--- config.mk ---
export PLATFORM = sky130hd
export DESIGN_NAME = bus_grant_encoder
export DESIGN_NICKNAME = d
export VERILOG_FILES = /design/src/rtl/bus_grant_encoder.sv
export SDC_FILE = /design/constraint.sdc
export NUM_CORES = 1
export LEC_CHECK = 0
export ABC_AREA = 1
export CAP_MARGIN = 10
export CORE_MARGIN = 1
export CORE_UTILIZATION = 30
export DETAILED_ROUTE_END_ITERATION = 10
export PLACE_DENSITY = 0.59
export RECOVER_POWER = 100
export SYNTH_ARGS = -nofsm -noshare
export SYNTH_HDL_FRONTEND = slang
export SYNTH_SLANG_ARGS = --single-unit
--- constraint.sdc ---
create_clock -name clk -period 3.2 [get_ports clk]
set_input_delay 0.48 -clock clk [delete_from_list [all_inputs] [get_ports clk]]
set_output_delay 0.48 -clock clk [all_outputs]
set_load 0.01 [all_outputs]
--- src/rtl/bus_grant_encoder.sv ---
`default_nettype none
// ============================================================================
// Module      : bus_grant_encoder
// Description : Request-to-grant encoder with a two-state IDLE/GRANT FSM.
//               Arbitrates a request vector (lowest index wins by default),
//               issues a registered binary index plus its one-hot copy,
//               holds it until acknowledged or withdrawn, and keeps a
//               saturating count of grants issued from multi-hot requests.
//               Define BUS_GRANT_RR_EN to switch to round-robin arbitration
//               with a wrap-around search pointer.
// Revision    : 1.0 - initial release
// ============================================================================
module bus_grant_encoder #(
    parameter int N = 32,
    parameter int W = 5
) (
    input  logic         clk,
    input  logic         clr,
    input  logic [N-1:0] req,
    input  logic         ack,
    output logic [W-1:0] sel,
    output logic [N-1:0] grant,
    output logic         valid,
    output logic         mhot,
    output logic [7:0]   mhot_cnt
);

    localparam logic [W-1:0] c_sel_idle = {W{1'b1}};
    localparam logic [7:0]   c_cnt_max  = 8'hFF;

    typedef enum logic [0:0] {
        S_IDLE  = 1'b0,
        S_GRANT = 1'b1
    } state_t;

    // Reject configurations the encoded index cannot represent
    generate
        if ((N < 2) || (N > 64) || ((2 ** W) < N)) begin : g_param_check
            $error("bus_grant_encoder: illegal N/W combination");
        end
    endgenerate

    state_t       r_state;
    logic [W-1:0] r_sel;
    logic [N-1:0] r_grant;
    logic         r_valid;
    logic         r_mhot;
    logic [7:0]   r_cnt;

    logic [N-1:0] w_vec;
    logic         w_any;
    logic         w_multi;
    logic         w_held;
    logic [W-1:0] w_pick;
    logic         w_issue;
    logic         w_drop;

    // Candidate vector: while granting, the current owner is excluded so an
    // acknowledged grant moves on to another requester
    always_comb begin
        w_vec   = (r_state == S_GRANT) ? (req & ~r_grant) : req;
        w_any   = |w_vec;
        w_multi = |(w_vec & (w_vec - N'(1)));
        w_held  = |(req & r_grant);
    end

`ifdef BUS_GRANT_RR_EN
    localparam logic [W:0]   c_n_ext = (W+1)'(N);
    localparam logic [W-1:0] c_last  = W'(N - 1);

    logic [W-1:0] r_ptr;
    logic [W:0]   w_pos;

    // Round-robin search starting at the pointer, wrapping past N-1;
    // iterating downwards lets the nearest hit overwrite farther ones
    always_comb begin
        w_pick = '0;
        w_pos  = '0;
        for (int k = N - 1; k >= 0; k--) begin
            w_pos = {1'b0, r_ptr} + (W+1)'(k);
            if (w_pos >= c_n_ext) begin
                w_pos = w_pos - c_n_ext;
            end
            if (w_vec[w_pos[W-1:0]]) begin
                w_pick = w_pos[W-1:0];
            end
        end
    end

    // Pointer advances to one past each newly granted index
    always_ff @(posedge clk or posedge clr) begin
        if (clr) begin
            r_ptr <= '0;
        end else if (w_issue) begin
            r_ptr <= (w_pick == c_last) ? '0 : (w_pick + W'(1));
        end
    end
`else
    // Fixed priority: lowest set index wins (downward loop, last hit kept)
    always_comb begin
        w_pick = '0;
        for (int k = N - 1; k >= 0; k--) begin
            if (w_vec[k]) begin
                w_pick = W'(k);
            end
        end
    end
`endif

    // Decide whether the next edge issues a new grant or returns to idle;
    // ack is only honoured while a grant is live
    always_comb begin
        w_issue = 1'b0;
        w_drop  = 1'b0;
        case (r_state)
            S_IDLE: begin
                w_issue = w_any;
            end
            S_GRANT: begin
                if (ack) begin
                    w_issue = w_any;
                    w_drop  = ~w_any;
                end else begin
                    w_drop  = ~w_held;
                end
            end
            default: begin
                w_drop = 1'b1;
            end
        endcase
    end

    // State and registered outputs; reset clears everything asynchronously
    always_ff @(posedge clk or posedge clr) begin
        if (clr) begin
            r_state <= S_IDLE;
            r_sel   <= c_sel_idle;
            r_grant <= '0;
            r_valid <= 1'b0;
            r_mhot  <= 1'b0;
            r_cnt   <= '0;
        end else if (w_issue) begin
            r_state <= S_GRANT;
            r_sel   <= w_pick;
            r_grant <= N'(1) << w_pick;
            r_valid <= 1'b1;
            r_mhot  <= w_multi;
            if (w_multi && (r_cnt != c_cnt_max)) begin
                r_cnt <= r_cnt + 8'd1;
            end
        end else if (w_drop) begin
            r_state <= S_IDLE;
            r_sel   <= c_sel_idle;
            r_grant <= '0;
            r_valid <= 1'b0;
            r_mhot  <= 1'b0;
        end
    end

    assign sel      = r_sel;
    assign grant    = r_grant;
    assign valid    = r_valid;
    assign mhot     = r_mhot;
    assign mhot_cnt = r_cnt;

endmodule
`default_nettype wire

; ---- Word-level counts from Yosys, hierarchy flattened
; Index checks and enable logic that the tools add are counted.
; Widths: inputs -> output; s select.
[word_totals]
register_bits = 47
inputBits = 35
elab_cells = 66
[op_classes]
addsub = 2
n_eq_ne = 1
shift = 1
muxes = 44
bitwise = 7
n_reduce_logical = 6
[op_table]
columns = op, count
row1 = $mux 5, 34
row2 = $and 32x32->32, 3
row3 = $mux 32, 3
row4 = $reduce_or 32->1, 3
row5 = $not 32->32, 1
row6 = $shl 1x5->32 const A, 1
row7 = $sub 32x1->32 const B, 1
row8 = $add 8x1->8 const B, 1
row9 = $ne 8x8->1 const B, 1
row10 = $mux 1, 6
row11 = $not 1->1, 3
row12 = $pmux 1 s2, 1
row13 = $reduce_and 2->1, 1
row14 = $reduce_bool 2->1, 1
row15 = $logic_and 1x1->1, 1

; ---- Depth between registers and ports, before layout
[logic_depth]
depth_word = 37
depth_mapped = 37

; ---- Worst setup path before layout
; OpenSTA, ideal clock, no wires.
[synth_timing]
path_type = register to register
from = reg valid (netlist name)
to = reg r_cnt[1], in the netlist mhot_cnt[1]
setup_ns = 0.125
arrival_time_ns = 2.596
t_required_ns = 3.075
setup_slack_ns = 0.479
stages_incl_launch_ff = 17
synth_period_minus_slack_ns = 2.721
cell_sequence = dfrtp_1 buf_6 buf_8 buf_8 nand2_2 nand2_4 nand2_1 nor3_2 nand2_2 nor2_2 nand2_1 maj3_2 nor3_2 nand4_1 nand2_1 a31o_4 mux2_2
[synth_rtl]
columns = item, line_no
row1 = "end signal, assigned", 149  ; r_cnt <= r_cnt + 8'd1;
row2 = "end, declared", 48  ; logic [7:0] r_cnt;

==> flow_metrics.tcl <==
set metrics [dict create \
    holdWs_ps 504 \
    seq_power_share_pct 42.2 \
    power_uw 1810 \
    p_switching_uw 632 \
    p_leak_uw 0.00229 \
    ctsLongestPathBuffers 2 \
    cts_buffers 5 \
    hold_violations 0 \
    rsz0062_at_grt "true" \
    synth_nets 487 \
    core_um2 10400 \
    die_h_um 105 \
    cap_violations 1 \
    max_stage_delay_ps 420 \
    first_iter_violations 149 \
    initial_core_util_pct 31.0 \
    place_hpwl_um 8290 \
    finalSetupTns_ps 0 \
    synthArstFlopShare_pct 100 \
    cp-end-kind "register" \
    cp_max_fo 9 \
    fin_worst_skew_ps 12.6 \
    switching_share_pct 34.9 \
    synth-edff-count 0 \
    firstDrtPassIters 4 \
    layout-drive-gt1-share_pct 19.0 \
    max-slew-margin-rel_pct -17.1 \
    cts_tree "done" \
    routed_via_density 4.85 \
    yosysWarnings 0 \
    grt_max_degree 48 \
    final_cells 715 \
    final_common_cell "nand2_1" \
    maxSlewViolCount 48 \
    required_ps 3400 \
    syn-cell-area_um2 3210 \
    syn2layout_area_growth_pct 45.4 \
    dieWidth_um 105 \
    grt_pass1_wl_um 16900 \
    gr-total-overflow 0 \
    synth_top_cell_area_share_pct 32.7 \
    syn_inst 451 \
    path_cells "buf_4 -> inv_6 -> o21ai_4 -> nand2_2 -> nor2_4 -> nand2_2 -> nor2_4 -> inv_2 -> nor2_2 -> inv_2 -> nor2_4 -> nand2_2 -> nor2_4 -> nand2_1 -> a221oi_1 -> nand4_1 -> nand2_2 -> a31o_4 -> mux2_2" \
    p_int_uw 1180 \
    synth.area.top_cells "dfrtp_1, nand2_1, inv_1" \
    io_buffers 81 \
    seq_area_frac_synth_pct 36.8 \
    ant_nets 0 \
    path_class "reg2reg" \
    worst_setup_path_start_kind "register" \
    violations "capacitance limit, slew limit" \
    status "complete, but fails checks" \
    ys_seq_elements 47 \
    synth_ff_type "dfrtp_1" \
    yosysUniqueCellTypes 42 \
    slowest_stage "dfrtp_2" \
    min_period_ps 3050 \
    wl_per_cell_um 14.6 \
    n_antenna_cell 0 \
    period_share_pct 95.4 \
    rows 37 \
    grt_pass1_vias 3363 \
    cts_root_buf "clkbuf_8" \
    cts_sinks 47 \
    peakVddDrop_v 0.000431 \
    setup_viol 0 \
    final_cell_mix "nand2_1, inv_1, clkdlybuf4s50_1, buf_4, dfrtp_1" \
    power.density_nw_per_um2 388 \
    clkTransAtPathRegs_ps 90 \
    worst_ep_arrival_time_ps 3250 \
    clk_latency_ps 300 \
    pre_cts_ws_ps -194 \
    worstMarginPinSlew_ps 1750 \
    globalplace.congestion 0.894 \
    drc 0 \
    cts_max_level 2 \
    io_pins 82 \
    nNetsFinal 614 \
    power_frac_comb_pct 36.8 \
    dp.cells 699 \
    num_vias 3465 \
    antenna_found_initial 0 \
    fmax_ghz 0.328 \
    routed_wl_um 10500 \
    finalWorstSetupSlack_ps 147 \
    min_path_type "reg2reg" \
    die_area_um2 11100 \
    clkPwrFrac_pct 21.0 \
    synth.avg_cell_area_um2 7.12 \
    grt.total_usage_pct 19.2 \
    yosys.area.top_type "dfrtp_1" \
]
==> power groups by stage <==
stage	combinational [uW]	sequential, uW	clock, uW
detailed placement	656	776	0
CTS	659	768	395
global placement	647	776	0
global route	734	778	417
floorplan	306	796	0
finish	666	764	381
==> critical path: cells and delay by family (launching register included) <==
kind / cells / cell delay (ps)
simple gates: 11 / 1250
compound gates: 3 / 610
flops: 1 / 420
buf+inv: 4 / 310
mux: 1 / 340
==> worst paths after layout <==
| check | start | cells past startpoint | slack [ps] | to |
|---|---|---|---|---|
| min in group asynchronous | clr | 2 | 1170 | grant[10] |
| hold / removal | sel[4] | 2 | 500 | sel[4] |
| setup / recovery | valid | 19 | 150 | mhot_cnt[1] |
| setup reg to reg | valid | 19 | 150 | mhot_cnt[1] |
| max in group asynchronous | clr | 2 | 860 | valid |
| hold reg to reg | sel[4] | 2 | 500 | sel[4] |
==> cell usage after synthesis, types with 6 or more instances <==
cell type and count:
a21oi_1 16, a221oi_1 8, a22o_1 8, clkbuf_1 8, dfrtp_1 42, inv_1 48
nand2_1 154, nand2_2 8, nand3_1 15, nand4_1 24, nor2_1 34, nor2_2 6
o21ai_0 10, o21ai_1 6, o21bai_1 8, xor2_1 6
==> area by class of cell <==
type	count	area (um^2)
repair buffers	132	1210
fillers	1088	5700
flip-flops and latches	47	1180
well taps	136	170
clock inverters	2	13.8
inverters	54	208
clock buffers	6	82.6
multi-input cells	338	1800
==> layer usage <==
metal / vias up / GRT usage (%) / routed length (um)
li1: 1746 / - / -
met1: 1619 / 26.9 / 4850
met2: 88 / 31.3 / 4940
met3: 12 / 2.54 / 515
met4: 0 / 4.76 / 162
met5: - / 0 / 0
==> timing repair <==
item	in CTS	in global routing
endpoints found under the setup margin	0	33
hold buffers	0	0
resized for setup	0	20
buffers inserted	0	8
==> through the flow <==
step                instance area, um^2  utilization, %
floorplan                          3210               -
global placement                   4440            42.8
detailed placement                 4440            42.8
CTS                                4540            43.8
global route                       4670            45.1
finish                             4670            45.1
==> flip-flops by register name (all words and copies together) (netlist names) <==
name and count:
sel 5, grant 32, valid 1, mhot_cnt 8, mhot 1
==> logic make-up after synthesis <==
group                      share of synthesized area, %
DFF                                                36.8
xor gates and xnor gates                           1.91
buffers and inverters                              8.72
AOI/OAI and AO/OA                                  15.2
and+or+nand+nor                                    35.9
muxes                                             0.350
adders and majority gates                          1.09
Power figures use the tool's default switching activity.
